### src/rtl/spike_isi_encoder_pkg.sv
// Shared widths, limits and FSM encoding for the spike ISI encoder.
//   ISI_W   : width of one inter-spike interval sample
//   RATE_W  : width of the windowed spike-rate count
//   ISI_MAX : saturation value of the interval counter
//   state_e : IDLE (no spike seen since reset) / ARMED (interval running)
package spike_isi_encoder_pkg;

    localparam int unsigned ISI_W   = 8;
    localparam int unsigned RATE_W  = 8;
    localparam int unsigned ISI_MAX = 255;

    typedef enum logic {
        IDLE  = 1'b0,
        ARMED = 1'b1
    } state_e;

endpackage

### src/rtl/isi_fifo.sv
// First-word-fall-through FIFO for ISI samples.
//   clk, rst : clock, asynchronous active-high reset
//   push/din : write request and data; refused while full unless a pop
//              happens in the same cycle
//   pop      : read request; ignored while empty
//   dout     : head entry (valid while empty=0)
//   empty    : registered, FIFO holds no entries
//   full     : registered, FIFO holds DEPTH entries
module isi_fifo #(
    parameter int unsigned WIDTH = 8,
    parameter int unsigned DEPTH = 4
) (
    input  logic             clk,
    input  logic             rst,
    input  logic             push,
    input  logic             pop,
    input  logic [WIDTH-1:0] din,
    output logic [WIDTH-1:0] dout,
    output logic             empty,
    output logic             full
);

    localparam int unsigned AW = (DEPTH > 1) ? $clog2(DEPTH) : 1;
    localparam int unsigned CW = $clog2(DEPTH + 1);

    logic [WIDTH-1:0] mem_q [DEPTH];
    logic [AW-1:0]    wr_ptr_q;
    logic [AW-1:0]    rd_ptr_q;
    logic [CW-1:0]    count_q;
    logic [CW-1:0]    count_d;
    logic             empty_q;
    logic             full_q;
    logic             pop_ok;
    logic             push_ok;

    // A pop in the same cycle frees a slot, so a full FIFO may still accept.
    assign pop_ok  = pop && !empty_q;
    assign push_ok = push && (!full_q || pop_ok);

    always_comb begin
        count_d = count_q + CW'(push_ok) - CW'(pop_ok);
    end

    // Pointers, occupancy and flags; DEPTH is a power of two so pointers wrap.
    always_ff @(posedge clk or posedge rst) begin
        if (rst) begin
            wr_ptr_q <= '0;
            rd_ptr_q <= '0;
            count_q  <= '0;
            empty_q  <= 1'b1;
            full_q   <= 1'b0;
        end else begin
            if (push_ok) wr_ptr_q <= wr_ptr_q + AW'(1);
            if (pop_ok)  rd_ptr_q <= rd_ptr_q + AW'(1);
            count_q <= count_d;
            empty_q <= (count_d == '0);
            full_q  <= (count_d == CW'(DEPTH));
        end
    end

    // Storage is reset so the head reads as zero out of reset.
    always_ff @(posedge clk or posedge rst) begin
        if (rst) begin
            for (int i = 0; i < int'(DEPTH); i++) mem_q[i] <= '0;
        end else if (push_ok) begin
            mem_q[wr_ptr_q] <= din;
        end
    end

    assign dout  = mem_q[rd_ptr_q];
    assign empty = empty_q;
    assign full  = full_q;

endmodule

### src/rtl/spike_isi_encoder.sv
// Converts a spike pulse train into inter-spike intervals (ISIs, in clock
// cycles) queued in a FWFT FIFO, plus a windowed spike-rate count.
//   clk, rst  : clock, asynchronous active-high reset
//   spike_in  : spike level from the neuron; a rising edge is one event
//   clr_ovf   : synchronous clear of the sticky overflow flag
//   isi_ready : downstream ready; pop on isi_valid && isi_ready
//   isi_valid : FIFO head holds an ISI
//   isi_data  : ISI at FIFO head, saturating at ISI_MAX
//   overflow  : sticky, an ISI was dropped because the FIFO was full
//   rate      : spike events counted over the last completed window
module spike_isi_encoder
    import spike_isi_encoder_pkg::*;
#(
    parameter int unsigned FIFO_DEPTH = 4,
    parameter int unsigned WIN_LOG2   = 8
) (
    input  logic              clk,
    input  logic              rst,
    input  logic              spike_in,
    input  logic              clr_ovf,
    input  logic              isi_ready,
    output logic              isi_valid,
    output logic [ISI_W-1:0]  isi_data,
    output logic              overflow,
    output logic [RATE_W-1:0] rate
);

    state_e              state_q;
    state_e              state_d;
    logic                spike_prev_q;
    logic                spike_evt_c;
    logic [ISI_W-1:0]    cnt_q;
    logic [ISI_W-1:0]    cnt_d;
    logic                push_c;
    logic                pop_c;
    logic                drop_c;
    logic                fifo_empty;
    logic                fifo_full;
    logic [WIN_LOG2-1:0] win_q;
    logic [RATE_W-1:0]   wcnt_q;
    logic [RATE_W-1:0]   wsum_c;
    logic                overflow_q;
    logic [RATE_W-1:0]   rate_q;

    // Rising-edge detect: a held-high spike counts once.
    always_ff @(posedge clk or posedge rst) begin
        if (rst) spike_prev_q <= 1'b0;
        else     spike_prev_q <= spike_in;
    end

    assign spike_evt_c = spike_in && !spike_prev_q;

    // FSM state register.
    always_ff @(posedge clk or posedge rst) begin
        if (rst) state_q <= IDLE;
        else     state_q <= state_d;
    end

    // FSM next state: the first event after reset only arms the interval.
    always_comb begin
        state_d = state_q;
        case (state_q)
            IDLE:    if (spike_evt_c) state_d = ARMED;
            ARMED:   state_d = ARMED;
            default: state_d = IDLE;
        endcase
    end

    // FSM outputs: push request and interval counter next value.
    always_comb begin
        push_c = 1'b0;
        cnt_d  = cnt_q;
        case (state_q)
            IDLE: begin
                if (spike_evt_c) cnt_d = ISI_W'(1);
            end
            ARMED: begin
                if (spike_evt_c) begin
                    push_c = 1'b1;
                    cnt_d  = ISI_W'(1);
                end else if (cnt_q != ISI_W'(ISI_MAX)) begin
                    cnt_d = cnt_q + ISI_W'(1);
                end
            end
            default: cnt_d = '0;
        endcase
    end

    // Interval counter.
    always_ff @(posedge clk or posedge rst) begin
        if (rst) cnt_q <= '0;
        else     cnt_q <= cnt_d;
    end

    isi_fifo #(
        .WIDTH (ISI_W),
        .DEPTH (FIFO_DEPTH)
    ) u_fifo (
        .clk   (clk),
        .rst   (rst),
        .push  (push_c),
        .pop   (pop_c),
        .din   (cnt_q),
        .dout  (isi_data),
        .empty (fifo_empty),
        .full  (fifo_full)
    );

    assign isi_valid = !fifo_empty;
    assign pop_c     = isi_valid && isi_ready;
    assign drop_c    = push_c && fifo_full && !pop_c;

    // Sticky overflow; a drop in the same cycle overrides the clear.
    always_ff @(posedge clk or posedge rst) begin
        if (rst)          overflow_q <= 1'b0;
        else if (drop_c)  overflow_q <= 1'b1;
        else if (clr_ovf) overflow_q <= 1'b0;
    end

    // Window count including this cycle's event, saturating.
    always_comb begin
        wsum_c = wcnt_q;
        if (spike_evt_c && (wcnt_q != {RATE_W{1'b1}})) wsum_c = wcnt_q + RATE_W'(1);
    end

    // Free-running window; rate is captured on its last cycle.
    always_ff @(posedge clk or posedge rst) begin
        if (rst) begin
            win_q  <= '0;
            wcnt_q <= '0;
            rate_q <= '0;
        end else begin
            win_q <= win_q + WIN_LOG2'(1);
            if (&win_q) begin
                rate_q <= wsum_c;
                wcnt_q <= '0;
            end else begin
                wcnt_q <= wsum_c;
            end
        end
    end

    assign overflow = overflow_q;
    assign rate     = rate_q;

endmodule

### config.mk
export PLATFORM = sky130hd
export DESIGN_NAME = spike_isi_encoder
export DESIGN_NICKNAME = d
export VERILOG_FILES = /design/src/rtl/spike_isi_encoder_pkg.sv /design/src/rtl/isi_fifo.sv /design/src/rtl/spike_isi_encoder.sv
export SDC_FILE = /design/constraint.sdc
export NUM_CORES = 1
export LEC_CHECK = 0
export ABC_AREA = 0
export CAP_MARGIN = 10
export CORE_ASPECT_RATIO = 1.2
export CORE_MARGIN = 2
export CORE_UTILIZATION = 25
export CTS_BUF_LIST = sky130_fd_sc_hd__clkbuf_8
export DETAILED_ROUTE_END_ITERATION = 8
export HOLD_SLACK_MARGIN = 0.02
export PLACE_DENSITY_LB_ADDON = 0.12
export SLEW_MARGIN = 20
export SYNTH_ARGS = -nofsm -noshare
export SYNTH_HDL_FRONTEND = slang
export SYNTH_SLANG_ARGS = --single-unit
export TNS_END_PERCENT = 20
### constraint.sdc
create_clock -name clk -period 3.2 [get_ports clk]
set_input_delay 0.96 -clock clk [delete_from_list [all_inputs] [get_ports clk]]
set_output_delay 0.96 -clock clk [all_outputs]
set_load 0.01 [all_outputs]
* After elaboration in Yosys (flattened, before gate mapping)
Index checks and enable logic that the tools add are counted.
Storage, ports and cells: flip-flop bits (word level) 76, input port bits 5, output and inout port bits 18, word-level logic and storage cells 68
Operators by class: $add $sub $neg 7, magnitude comparators 3, equality and inequality tests 5, mux-type cells 17, bitwise logic cells 3, reductions and logical operators 17
Operator list (count):
- 2-to-1 mux 8 bit | 8
- bitwise mux 32 bit | 1
- adder 8 x 1 -> 8 bit, second input constant | 3
- binary-select mux 8 bit (select 2 bit) | 1
- demux 8 bit (select 2 bit) | 1
- inequality test 8 bit, second input constant | 2
- one-hot mux 8 bit (2 select lines) | 1
- logical AND 1 bit | 8
- AND reduction 8 bit | 1
- >= comparator 3 bit, second input constant | 2
- NOT 2 -> 3 bit | 2
- adder 2 x 1 -> 2 bit, second input constant | 2
- logical NOT 1 bit | 4
- 2-to-1 mux 1 bit | 4
- adder 3 x 1 -> 3 bit | 1
- == test 3 bit, second input constant | 1
- logical NOT 3 bit | 1
- < comparator 3 x 1 -> 1 bit, second input constant | 1
- inequality test 3 x 1 -> 1 bit, second input constant | 1
- subtractor 3 x 1 -> 3 bit | 1
- inequality test 2 bit, second input constant | 1
- one-hot mux 1 bit (2 select lines) | 1
- AND reduction 2 bit | 1
- nonzero test 2 bit | 1
- other kinds (2) | 2

* Logic depth before layout (Yosys ltp)
Gate-level depths: netlist of run 1.
word-level depth 8, gate-level depth with buffers 10, gate-level depth less buffers 10

* Hierarchy
A second synthesis of run 1 with hierarchy kept.
Unflattened totals: cells, all modules 271, area total of the unflattened synthesis 3510.9 um2
Modules (own cells, without submodules):
- isi_fifo | instances 1, cells an instance 119, area each 1894.3 um2, seq. area each 1027.2 um2
- spike_isi_encoder | instances 1, cells an instance 152, area each 1616.6 um2, seq. area each 875.8 um2

* Worst setup path after synthesis of run 1
Ideal clock, no wire load.
path type input -> register, start input isi_ready, end register u_fifo.full_q (netlist: u_fifo.full), library setup time 88 ps, arrival time 2487 ps, data required time 3112 ps, path slack 625 ps, cell stages on the path 8, path through nand2b_4 -> a211oi_4 -> ha_1 -> inv_1 -> fa_1 -> xnor2_1 -> xnor2_1 -> nor3b_1
Between the ends: longest elaborated chain between the ends 7
Ends and longest elaborated chain:
- start, declared | RTL line spike_isi_encoder.sv:21 | input logic isi_ready,
- logical AND 1 bit | RTL line spike_isi_encoder.sv:110 | assign pop_c = isi_valid && isi_ready;
- logical AND 1 bit | RTL line isi_fifo.sv:37 | assign pop_ok = pop && !empty_q;
- logical OR 1 bit | RTL line isi_fifo.sv:38 | assign push_ok = push && (!full_q || pop_ok);
- logical AND 1 bit | RTL line isi_fifo.sv:38
- named net u_fifo.push_ok | RTL line isi_fifo.sv:34 | logic push_ok;
- adder 3 x 1 -> 3 bit | RTL line isi_fifo.sv:41 | count_d = count_q + CW'(push_ok) - CW'(pop_ok);
- subtractor 3 x 1 -> 3 bit | RTL line isi_fifo.sv:41
- named net u_fifo.count_d[2] | RTL line isi_fifo.sv:30 | logic [CW-1:0] count_d;
- == test 3 bit | RTL line isi_fifo.sv:57 | full_q <= (count_d == CW'(DEPTH));
- end signal, assigned | RTL line isi_fifo.sv:57
- end, declared | RTL line isi_fifo.sv:32 | logic full_q;
The timed path passes the listed nets, and every way through them passes these cells. A chain may end at the register's enable or synchronous reset.

* Worst setup path in the final report of run 1
start register u_fifo.rd_ptr_q[0], end output isi_data[4]
Between the ends: longest elaborated chain between the ends 4
Ends and longest elaborated chain:
- start, declared | RTL line isi_fifo.sv:28 | logic [AW-1:0] rd_ptr_q;
- start signal, assigned | RTL line isi_fifo.sv:54 | if (pop_ok) rd_ptr_q <= rd_ptr_q + AW'(1);
- NOT 2 -> 3 bit (implied by the code) | RTL line isi_fifo.sv:70 | assign dout = mem_q[rd_ptr_q];
- binary-select mux 8 bit (select 2 bit) | RTL line isi_fifo.sv:70
- 2-to-1 mux 8 bit (implied by the code) (2 in series) | RTL line isi_fifo.sv:70
- end, declared | RTL line spike_isi_encoder.sv:23 | output logic [ISI_W-1:0] isi_data,
No other way between the ends. The select of a mux whose other input is x is not followed.

==> results of run 1 <==
logic make-up after synthesis:
logic type,after synthesis,synth area share
flip-flops,76,0.5283
AND/OR/NAND/NOR,68,0.1046
multiplexers,45,0.1973
AO/OA/AOI/OAI,26,0.04793
buffers and inverters,24,0.04620
XOR/XNOR,16,0.03890
adder cells (fa/ha/maj),10,0.03682
per-stage QoR:
step	power (mW)	utilization	hold slack, ns	instances	setup WS, ns
2_1_floorplan	2.075	-	0.4413	265	0.3033
6_report	3.226	0.2986	0.4789	473	0.2181
3_5_place_dp	2.360	0.2810	0.4625	457	0.05007
3_3_place_gp	2.355	0.2810	0.4662	457	0.09259
4_1_cts	3.295	0.2986	0.4789	473	0.1403
5_1_grt	3.437	0.2986	0.5000	473	0.1175
cells in the mapped netlist (6+ instances only):
cell type,count
dfrtp_1,75
mux2_4,32
nand2_1,17
nor2_1,14
inv_1,11
ha_1,9
o21ai_0,9
xnor2_1,9
mux4_2,8
nand4_1,8
xor2_1,7
nand3_1,6
state kept, by name (all words and copies together) (netlist names), 2 cells and up:
| name | count |
|---|---|
| cnt_q | 8 |
| u_fifo.count_q | 3 |
| wcnt_q | 8 |
| u_fifo.mem_q | 32 |
| u_fifo.wr_ptr_q | 2 |
| win_q | 8 |
| u_fifo.rd_ptr_q | 2 |
| rate | 8 |
cells in the final DEF, fill, tap and decap left out, types with 2 or more instances in the layout:
master | synthesis | final
xor2_1 | 7 | 7
nand3_1 | 6 | 6
buf_4 | 1 | 5
and2_4 | 4 | 4
nor2_1 | 14 | 14
nand4_1 | 8 | 8
mux2_4 | 32 | 32
buf_12 | 4 | 2
o211ai_1 | 3 | 3
clkdlybuf4s50_1 | 0 | 22
xnor2_1 | 9 | 9
or3_1 | 2 | 2
inv_1 | 11 | 11
clkbuf_8 | 0 | 11
mux4_2 | 8 | 8
ha_1 | 9 | 9
nand2b_4 | 2 | 2
o21ai_1 | 2 | 2
nand2_1 | 17 | 17
mux2i_1 | 5 | 5
a21oi_1 | 5 | 5
nor3_1 | 3 | 3
o21ai_0 | 9 | 9
and3_1 | 4 | 4
dfrtp_1 | 75 | 75
bufinv_16 | 0 | 3
worst register-to-register path, stage by stage, from the launching register on:
cell and delay, ns:
dfstp_2 0.53, nand2b_4 0.15, inv_1 0.06, ha_1 0.28
inv_1 0.05, ha_1 0.13, inv_1 0.05, fa_1 0.37
xnor2_1 0.15, xnor2_1 0.22, nor3b_1 0.20
metal layers:
metal	GRT usage	up-vias
li1	-	983
met1	0.1282	1022
met3	0.02550	11
met4	0.05081	0
met5	0	-
met2	0.1574	24
power groups by stage:
stage	sequential, mW	combinational (mW)	clock [mW]
after CTS	1.41	0.934	0.949
final	1.40	0.911	0.910
after global routing	1.45	1.01	0.980
after detailed placement	1.43	0.928	0
after floorplan	1.32	0.754	0
after global placement	1.43	0.922	0
area by class of cell:
cell class / count / area, um^2 / area share
timing repair buffer: 29 / 297.8 / 0.07006
clock inverter: 5 / 98.84 / 0.02326
inverter: 12 / 47.55 / 0.01119
sequential: 76 / 1903 / 0.4477
tap: 175 / 219.0 / 0.05152
clock buffer: 11 / 151.4 / 0.03562
multi-input combinational: 165 / 1533 / 0.3606
path summary, 6_finish.rpt:
| path | from | endpoint | slack (ns) |
|---|---|---|---|
| max | u_fifo.rd_ptr_q[0] | isi_data[4] | 0.22 |
| min | win_q[7] | win_q[7] | 0.48 |
| max reg2reg | u_fifo.empty | u_fifo.full | 0.92 |
| min reg2reg | win_q[7] | win_q[7] | 0.48 |
| max in group asynchronous | rst | u_fifo.empty | 1.66 |
| min in group asynchronous | rst | rate[7] | 0.93 |
==> results by group, run 1 <==
Worst setup path
  – Startpoint types: flip-flop
  – R2r worst-path depth: 10
  – CP cell instances: buf_12, mux4_2, clkdlybuf4s50_1
  – Arr. time, crit path: 2.02 ns
  – Crit. path cell count: 3
  – Worst EP required: 2.24 ns
  – CP peak stage delay: 0.50 ns
  – Worst Path Max Fanout: 8
  – Critical path class: flip-flop to output pin
  – Worst Setup End Kind: output pin
  – Top cell family by delay on the critical path: buffers and inverters
  – Buffers & Inverters on Critical Path: 2
  – CP max-delay cell: mux4_2

Routing
  – DRT antenna net count: 0
  – WL/cell: 14.63 um
  – Routed vias/inst: 4.313
  – Initial DRC Count: 47
  – TritonRoute pass-1 iters: 3
  – Final WL: 6.918 mm
  – Metal3 WL: 201 um
  – DRC: 0
  – DR WL met2: 3.252 mm
  – Top Metal Used: met4
  – Routed vias: 2,040
  – M1 wire length: 3.306 mm

Placement
  – IO Port Bufs: 22
  – RD Place Congestion: 0.7180
  – Post-DP HPWL: 4.930 mm
  – Area after DPL: 0.004000 mm^2

Cells and area
  – Diode count: 0
  – Final instance area: 0.004250 mm^2
  – Area grow syn2layout: 17.99%
  – Number of nets in the layout: 308
  – Layout filler cell count: 1,450
  – Fraction of layout cells with a size suffix above 1: 0.2483

Yosys
  – Netlist cell types: 43
  – Synth top area share: 0.5210
  – Syn avg cell area: 13.59 um^2
  – Primary FF master, synth: dfrtp_1
  – Yosys top cell by area: dfrtp_1
  – Synthesized Nets: 280
  – YS warnings: 0
  – Flops & latches, synth: 76
  – Async set-reset flop share out of synthesis: 1.000
  – Sequential fraction of the synthesis area: 0.5283
  – Mapped Cells: 265
  – Synth Cell Area: 0.003602 mm^2
  – Number of synthesized flops with an enable pin: 0
  – Area contributors post-synth: dfrtp_1 (52%), mux2_4 (13%), mux4_2 (5.0%), ha_1 (3.1%), buf_12 (2.2%)

Power
  – Leakage power figure: 1.904 nW
  – Peak VDD IR: 180.9 uV
  – Combinational power share: 0.283
  – Pwr Density: 759.1 mW/mm^2
  – Clk network pwr share: 0.282
  – Switch share: 0.2865
  – Int Power: 2.302 mW
  – Seq pwr share: 0.435
  – P_sw: 924.4 uW

GRT
  – GRT Util Overall: 0.1002
  – Antenna violations before repair: 0
  – First-pass GRT wire length: 11.83 mm
  – Vias in the first global route: 2,237
  – Largest net degree at the start of global routing: 26
  – GRT overflow: 0

Floorplan
  – Die H: 135.5 um
  – Die Width: 113.6 um
  – Total core area: 0.01423 mm^2
  – # IOs: 23
  – Number of cell rows: 48
  – Area of the die: 0.01539 mm^2
  – Starting Density: 0.2531

STA
  – Post-Route Skew: 0.01260 ns
  – Pins Over Slew Limit: 0
  – Fin crit share: 0.9319
  – RSZ-0062 raised after global routing: false
  – Worst-Margin Slew: 0.7706 ns
  – Fmax: 335.4 MHz
  – Final setup viols: 0
  – Final min period: 2.982 ns
  – Worst slew margin: 0.4843
  – Setup_tns: 0 ns
  – Final Hold Violating Endpoints: 0

CTS
  – CTS sink cnt: 76
  – Worst skew pair latency: 0.36 ns
  – Setup Buffers After CTS: 0
  – Clock transition at path regs: 0.08 ns
  – Clk root buf: clkbuf_8
  – CTS tree: yes
  – Post-CTS Resized: 0
  – Max clock buf depth: 2
  – CTS Hold Bufs: 0
  – CTS Buf Count: 9
  – CTS H-tree lvls: 3

Worst hold path
  – Depth of the worst hold-timing path: 1
  – Worst Hold Class: flip-flop to flip-flop

Status
  – Status: finished, final reports clean

Run
  – Max cap viols: 0
Note: power is estimated with default switching activity, not from simulation.
==> run 2: changes to the inputs <==
--- a/config.mk
+++ b/config.mk
@@ -8,9 +8,9 @@
 export ABC_AREA = 0
 export CAP_MARGIN = 10
 export CORE_ASPECT_RATIO = 1.2
-export CORE_MARGIN = 2
 export CORE_UTILIZATION = 25
 export CTS_BUF_LIST = sky130_fd_sc_hd__clkbuf_8
+export CTS_CLUSTER_DIAMETER = 40
 export DETAILED_ROUTE_END_ITERATION = 8
 export HOLD_SLACK_MARGIN = 0.02
 export PLACE_DENSITY_LB_ADDON = 0.12
==> run 2 against run 1 <==
The run now ends with design-rule violations left. Clock skew down 0.0045 ns. Sequential cell count unchanged. Clock-buffer cell count unchanged. Global-route usage up 1.1 points. Final cell count down 1.5%. Combinational power down 1%. Sequential power about the same. Wire length up 3.6%. Worst hold slack worse by 0.0035 ns. Maximum frequency down 0.21%. Critical path depth unchanged. Power down 5.6%.
==> results by group, run 2 (synthesized netlist as in run 1, its figures left out) <==
CTS
  – CTS H-tree lvls: 3
  – CTS sink cnt: 76
  – Clock transition at path regs: 0.08 ns
  – Post-CTS Resized: 0
  – Clk root buf: clkbuf_8
  – CTS Buf Count: 9
  – Worst skew pair latency: 0.36 ns
  – CTS Hold Bufs: 0
  – CTS tree: yes
  – Setup Buffers After CTS: 0
  – Max clock buf depth: 2

Floorplan
  – Starting Density: 0.2585
  – Number of cell rows: 47
  – Area of the die: 0.01490 mm^2
  – Die H: 133.5 um
  – Die Width: 111.6 um
  – Total core area: 0.01394 mm^2
  – # IOs: 23

Placement
  – RD Place Congestion: 0.6919
  – IO Port Bufs: 22
  – Post-DP HPWL: 4.772 mm
  – Area after DPL: 0.003975 mm^2

Routing
  – WL/cell: 15.38 um
  – TritonRoute pass-1 iters: 6
  – Initial DRC Count: 56
  – Final WL: 7.165 mm
  – Routed vias/inst: 4.425
  – DRC: 1
  – DRT antenna net count: 0
  – Routed vias: 2,062

GRT
  – GRT Util Overall: 0.1109
  – Met1 Track Usage GR: 0.1417
  – First-pass GRT wire length: 12.51 mm
  – Largest net degree at the start of global routing: 42
  – Vias in the first global route: 2,255
  – Met3 Usage GRT: 0.04413
  – GR Util met2: 0.1743
  – Grt peak-use layer: met2
  – GRT overflow: 0
  – Antenna violations before repair: 0

STA
  – Worst slew margin: 0.4408
  – Setup_tns: 0 ns
  – Final setup viols: 0
  – Final min period: 2.988 ns
  – Fmax: 334.7 MHz
  – Post-Route Skew: 0.008102 ns
  – Pins Over Slew Limit: 0
  – Worst-Margin Slew: 0.8357 ns
  – Final Hold Violating Endpoints: 0
  – RSZ-0062 raised after global routing: false
  – Fin crit share: 0.9338

Power
  – Leakage power figure: 1.866 nW
  – Peak VDD IR: 220.1 uV
  – Pwr Density: 731.2 mW/mm^2

Cells and area
  – Diode count: 0
  – Area grow syn2layout: 15.63%
  – Max reg flops: 32
  – Number of nets in the layout: 307
  – Final instance area: 0.004165 mm^2
  – Top reg by flops: u_fifo.mem_q
  – Commonest non-fill, non-tap cells in the layout: dfrtp_1 (75), mux2_4 (32), clkdlybuf4s50_1 (22)
  – Fraction of layout cells with a size suffix above 1: 0.2407
  – Commonest non-fill, non-tap cell in the layout: dfrtp_1

Status
  – Status: complete, but fails checks
  – Failing checks: design-rule violations

Worst setup path
  – Crit. Startpoint: u_fifo.rd_ptr_q[0]
  – Reg-to-reg setup timing slack: 0.92 ns
  – R2r startpoint: u_fifo.empty
  – Arr. time, crit path: 2.03 ns
  – Critical path class: flip-flop to output pin
  – Worst EP required: 2.24 ns
  – R2r worst-path depth: 10
  – Worst Path Max Fanout: 8
  – Worst Setup End Kind: output pin
  – Startpoint types: flip-flop

Worst hold path
  – Depth of the worst hold-timing path: 1
  – Hold Startpoint: win_q[7]
  – Worst Hold Class: flip-flop to flip-flop

Run
  – Max cap viols: 0
[run 2: changes by cell type in the layout (fill, tap and decap cells not counted), sizes merged]
cell | previous run | this run
bufinv | 3 | 1
buf | 7 | 6
[run 2: where the power goes]
group	total [mW]	internal (mW)	switching, mW
Clock	0.735	0.390	0.344
Sequential	1.41	1.19	0.220
Combinational	0.900	0.538	0.362
[run 2: final timing paths]
kind                                endpoint
worst max-delay path             isi_data[1]
worst min-delay path                win_q[7]
worst max register to register   u_fifo.full
worst min register to register      win_q[7]
max in group asynchronous       u_fifo.empty
min in group asynchronous            rate[0]
[run 2: worst max-delay path: stages (launching register included)]
cell	delay, ns
dfrtp_1	0.39
buf_4	0.25
mux4_2	0.54
clkdlybuf4s50_1	0.49
[run 2: final cells by class]
| type | instances | area, um^2 |
|---|---|---|
| clock inverters | 3 | 38.79 |
| multi-input cells | 165 | 1533 |
| inverters | 12 | 47.55 |
| flip-flops and latches | 76 | 1903 |
| repair buffers | 28 | 277.8 |
| well taps | 171 | 214.0 |
| clock buffers | 11 | 151.4 |
| fillers | 1410 | 9772 |
[run 2: metal layers]
layer,part of all wire,routed length [um],vias to the layer above
met2,0.47,3381,31
met5,0,0,-
li1,-,-,980
met4,0.012,87,0
met1,0.48,3411,1043
met3,0.040,285,8
[run 2: per-stage QoR]
| step | setup WS, ns | utilization | cells | hold WS, ns | total power [mW] |
|---|---|---|---|---|---|
| 6_report | 0.2118 | 0.2989 | 466 | 0.4754 | 3.046 |
| 5_1_grt | 0.07602 | 0.2989 | 466 | 0.5025 | 3.258 |
| 4_1_cts | 0.1400 | 0.2989 | 466 | 0.4741 | 3.115 |
| 3_5_place_dp | 0.06099 | 0.2852 | 452 | 0.4569 | 2.353 |
| 3_3_place_gp | 0.09642 | 0.2852 | 452 | 0.4586 | 2.344 |
| 2_1_floorplan | 0.3033 | - | 265 | 0.4413 | 2.075 |
==> run 3: changes to the inputs <==
--- a/config.mk
+++ b/config.mk
@@ -6,7 +6,6 @@
 export NUM_CORES = 1
 export LEC_CHECK = 0
 export ABC_AREA = 0
-export CAP_MARGIN = 10
 export CORE_ASPECT_RATIO = 1.2
 export CORE_UTILIZATION = 25
 export CTS_BUF_LIST = sky130_fd_sc_hd__clkbuf_8
==> results of run 3 <==
Same layout as run 2: the final DEF is identical, and so are final timing and power.
==> patch 1: new RTL, config.mk and constraints of run 3 <==
Put one more register stage on the output `overflow`, with the module's reset. The value now appears one clock later. The other outputs are not delayed to match. Comments in the files are not updated.
--- a/src/rtl/spike_isi_encoder.sv
+++ b/src/rtl/spike_isi_encoder.sv
@@ -141,5 +141,11 @@
     end
 
-    assign overflow = overflow_q;
+    always_ff @(posedge clk or posedge rst) begin
+        if (rst) begin
+            overflow <= '0;
+        end else begin
+            overflow <= overflow_q;
+        end
+    end
     assign rate     = rate_q;
 
Behaviour: no difference found for any inputs over 10 cycles, from zero or initial values and one cycle with rst high; that may be too few to reach the edited logic, so the function may still have changed.
==> patch 1 against run 3 <==
The flow still finishes with violations (DRC). Global-route usage decreased by 0.83 points. Non-clock buffer count decreased by 1. Sequential cell count increased by 1. Total power increased by 3.5%. Wire length decreased by 3.2%. Combinational power decreased by 1%. Critical path depth unchanged. Register-to-register slack got worse by 0.02 ns. Final area increased by 1.3%. Setup slack improved by 0.017 ns. Synthesized cell count increased by 0.38%. Synthesized area increased by 0.69%. Count of clock-buffer cells in the layout decreased by 1.
==> patch 1: results (changes against run 3) <==
| Metric | Value |
|---|---|
| Outcome | finished, violations left (unchanged) |
| Failing checks | DRC (unchanged) |
| Placed inst area | 3994 µm² (was 3975 µm²) |
| Fill cell count | 1,441 (was 1,410) |
| Worst Skew | 0.01105 ns (was 0.008102 ns) |
| Hold_ws | 0.3805 ns (was 0.4754 ns) |
| Worst reg2reg setup slack | 0.90 ns (was 0.92 ns) |
| Synth Instances | 266 (was 265) |
| Worst Setup EP | isi_data[5] (was isi_data[1]) |
| Pre-CTS setup slack | -0.002732 ns (was 0.06099 ns) |
| End of the worst hold path | overflow$_DFF_PP0_ (was win_q[7]$_DFF_PP0_) |
| Measured slew at the worst slew-check pin | 0.7766 ns (was 0.8357 ns) |
| Routability cong. | 0.6870 (was 0.6919) |
| N_diodes | 0 (unchanged) |
| Pint | 2.203 mW (was 2.119 mW) |
| Register-to-Register Path Depth | 10 (unchanged) |
| Gr usage total | 10.27% (was 11.09%) |
| DRC Markers | 2 (was 1) |
| Adder-Cell Fraction of Synth Area | 3.656% (was 3.682%) |
| Via count | 2,077 (was 2,062) |
| Clk Latency, worst-skew pair | 0.36 ns (about the same) |
| Synth top cells by count | dfrtp_1, mux2_4, nand2_1 (unchanged) |
| Register area share after synthesis | 53.16% (was 52.83%) |
| Hpwl dp | 4741 µm (was 4772 µm) |
| Mapped Nets | 281 (was 280) |
| Mux share of post-synthesis cell area | 19.59% (was 19.73%) |
| Dpl cells | 452 (unchanged) |
| H-Tree Level Count | 3 (unchanged) |
| # nets final | 307 (unchanged) |
| Share of layout cells above drive strength 1 | 24.24% (was 24.07%) |
| VDD IR-drop max | 268.9 µV (was 220.1 µV) |
| Hold Path Origin | overflow_q$_DFFE_PP0P_ (was win_q[7]$_DFF_PP0_) |
| Clock-pin slew on the worst setup and hold paths | 0.07 ns |
| Multi-input logic area | 1533 µm² (unchanged) |
| Comb. pwr | 890 µW (was 900 µW) |
| Vias in the first global route | 2,131 (was 2,255) |
| Post-cts sizing count | 0 (unchanged) |
| Post-CTS Setup Inserts | 0 (unchanged) |
| Tcrit/Tclk final | 92.84% (was 93.38%) |
| Ranking of synthesized cells by area | dfrtp_1, mux2_4, mux4_2 (unchanged) |
| 1st-pass router iterations | 6 (unchanged) |
| Hold path cells | 0 (was 1) |
| DR iter-0 viols | 76 (was 56) |
| IO buf count | 22 (unchanged) |
| DR vias/cell | 4.438 (was 4.425) |
| FF-to-FF Start | u_fifo.empty$_DFF_PP1_ (unchanged) |
| Leak Pwr | 1.890 nW (was 1.866 nW) |
| Data arrival, critical path | 2.01 ns (was 2.03 ns) |
| Post-Synth XOR/XNOR Area | 3.863% (was 3.890%) |
| Compound-cell area share of the yosys netlist | 4.760% (was 4.793%) |
| Seq cells post-synth | 77 (was 76) |
| Flop pwr share | 45.2% (was 46.3%) |
| Global-route wire length before repair | 11,610 µm (was 12,510 µm) |
| Routed len/inst | 14.82 µm (was 15.38 µm) |
[patch 1: kinds of logic after synthesis]
family | after synthesis
DFF | 77
and+or+nand+nor | 68
xor gates and xnor gates | 16
adders and majority gates | 10
buffers and inverters | 24
AOI/OAI and AO/OA | 26
muxes | 45
[patch 1: worst max-delay path, stage by stage (launching register included)]
cell	delay, ns
dfrtp_1	0.38
buf_4	0.24
mux4_2	0.53
clkdlybuf4s50_1	0.50
[patch 1: cell type report]
class | instances | area share, %
inverters | 12 | 1.157
repair buffers | 27 | 6.408
flip-flops and latches | 77 | 45.71
clock buffers | 10 | 3.263
well taps | 171 | 5.073
clock inverters | 6 | 2.047
multi-input cells | 165 | 36.34
[patch 1: per-layer routing]
metal,GRT usage (%),share of wire (%)
met2,16.05,45
met3,2.802,3.3
met1,12.91,49
met5,0,0
met4,5.556,2.1
==> patch 2: new RTL, config.mk and constraints of run 3 <==
Without the edit above. `ISI_W`: 8 -> 12.
--- a/src/rtl/spike_isi_encoder_pkg.sv
+++ b/src/rtl/spike_isi_encoder_pkg.sv
@@ -6,5 +6,5 @@
 package spike_isi_encoder_pkg;
 
-    localparam int unsigned ISI_W   = 8;
+    localparam int unsigned ISI_W   = 12;
     localparam int unsigned RATE_W  = 8;
     localparam int unsigned ISI_MAX = 255;
Ports: changed (resized isi_data); port bits go from 23 to 27. The function was not compared with the original's and may differ.
==> patch 2 against run 3 <==
Setup slack lost 0.022 ns. Sequential cell count grew 20. Combinational power grew 8.2%. Clock skew grew 0.0045 ns. Sequential share of layout area grew 1.2 points. Synthesized area grew 23%. Non-clock buffer count grew 6. Cell count grew 26%. Final area grew 23%. Wire length grew 27%. Critical path depth is the same. Total power grew 13%. Hold slack lost 0.0024 ns. Critical endpoint is now isi_data[7]. Largest cell class unchanged. Largest power group unchanged.
==> patch 2: results (changes against run 3) <==
| Metric | Value |
|---|---|
| Adder-Cell Fraction of Synth Area | 3.002% (was 3.682%) |
| Worst reg2reg setup slack | 0.95 ns (was 0.92 ns) |
| Hold Path Origin | win_q[5]$_DFF_PP0_ (was win_q[7]$_DFF_PP0_) |
| Share of layout cells above drive strength 1 | 25.47% (was 24.07%) |
| Register area share after synthesis | 54.40% (was 52.83%) |
| Hpwl dp | 6067 µm (was 4772 µm) |
| Clk tree area frac | 4.050% (was 4.566%) |
| Post-CTS Setup Inserts | 0 (unchanged) |
| Gr usage total | 11.24% (was 11.09%) |
| End of the worst hold path | win_q[5]$_DFF_PP0_ (was win_q[7]$_DFF_PP0_) |
| DRT Wirelength | 9092 µm (was 7165 µm) |
| P_seq | 1.64 mW (was 1.41 mW) |
| Comb_multi_in | 211 (was 165) |
| IO buf count | 26 (was 22) |
| Pre-CTS setup slack | 0.1213 ns (was 0.06099 ns) |
| Met1 GRT Util | 15.21% (was 14.17%) |
| Mux share of post-synthesis cell area | 19.74% (was 19.73%) |
| Worst Setup EP | isi_data[7] (was isi_data[1]) |
| Non-clock buffers | 34 (was 28) |
| Mapped Nets | 352 (was 280) |
| Data arrival, critical path | 2.05 ns (was 2.03 ns) |
| Compound-cell area share of the yosys netlist | 5.013% (was 4.793%) |
| Outcome | completed (was finished, violations left) |
| Met3 WL | 201 µm (was 285 µm) |
| VDD IR-drop max | 292.1 µV (was 220.1 µV) |
| M3 GR Usage | 1.890% (was 4.413%) |
| Largest net degree at the start of global routing | 41 (was 42) |
| Crit-path max FO | 12 (was 8) |
| DR iter-0 viols | 141 (was 56) |
| Slew headroom | 65.16% (was 44.08%) |
| Global-route wire length before repair | 15,120 µm (was 12,510 µm) |
| # nets final | 379 (was 307) |
| Vias in the first global route | 2,710 (was 2,255) |
| WL met2 | 4303 µm (was 3381 µm) |
| Ranking of synthesized cells by area | dfrtp_1, mux2_2, mux4_2 (was dfrtp_1, mux2_4, mux4_2) |
| Seq_cells | 96 (was 76) |
| M1 WL | 4406 µm (was 3411 µm) |
| Multi-input gate share of total cell area | 35.89% (was 36.80%) |
| Post-Synth XOR/XNOR Area | 3.568% (was 3.890%) |
| Pint | 2.387 mW (was 2.119 mW) |
| DR vias/cell | 4.448 (was 4.425) |
patch 2: kinds of logic after synthesis:
logic type | after synthesis
DFF | 96
muxes | 66
xor gates and xnor gates | 18
AOI/OAI and AO/OA | 33
buffers and inverters | 30
adders and majority gates | 10
and+or+nand+nor | 84
patch 2: critical path: cells and delay by family, from the launching register on:
kind     cells  cell delay [ns]
mux          1             0.53
buf+inv      2             0.70
flops        1             0.45
patch 2: stage by stage:
stage | hold slack (ns) | power (mW) | instance area [µm²] | std cells | utilization, %
after floorplan | 0.4381 | 2.332 | 4422 | 337 | -
after global placement | 0.4631 | 2.663 | 4921 | 569 | 28.87
after detailed placement | 0.4656 | 2.679 | 4921 | 569 | 28.87
after CTS | 0.4831 | 3.528 | 5129 | 585 | 30.09
after global routing | 0.5098 | 3.700 | 5129 | 585 | 30.09
final | 0.4730 | 3.444 | 5129 | 585 | 30.09
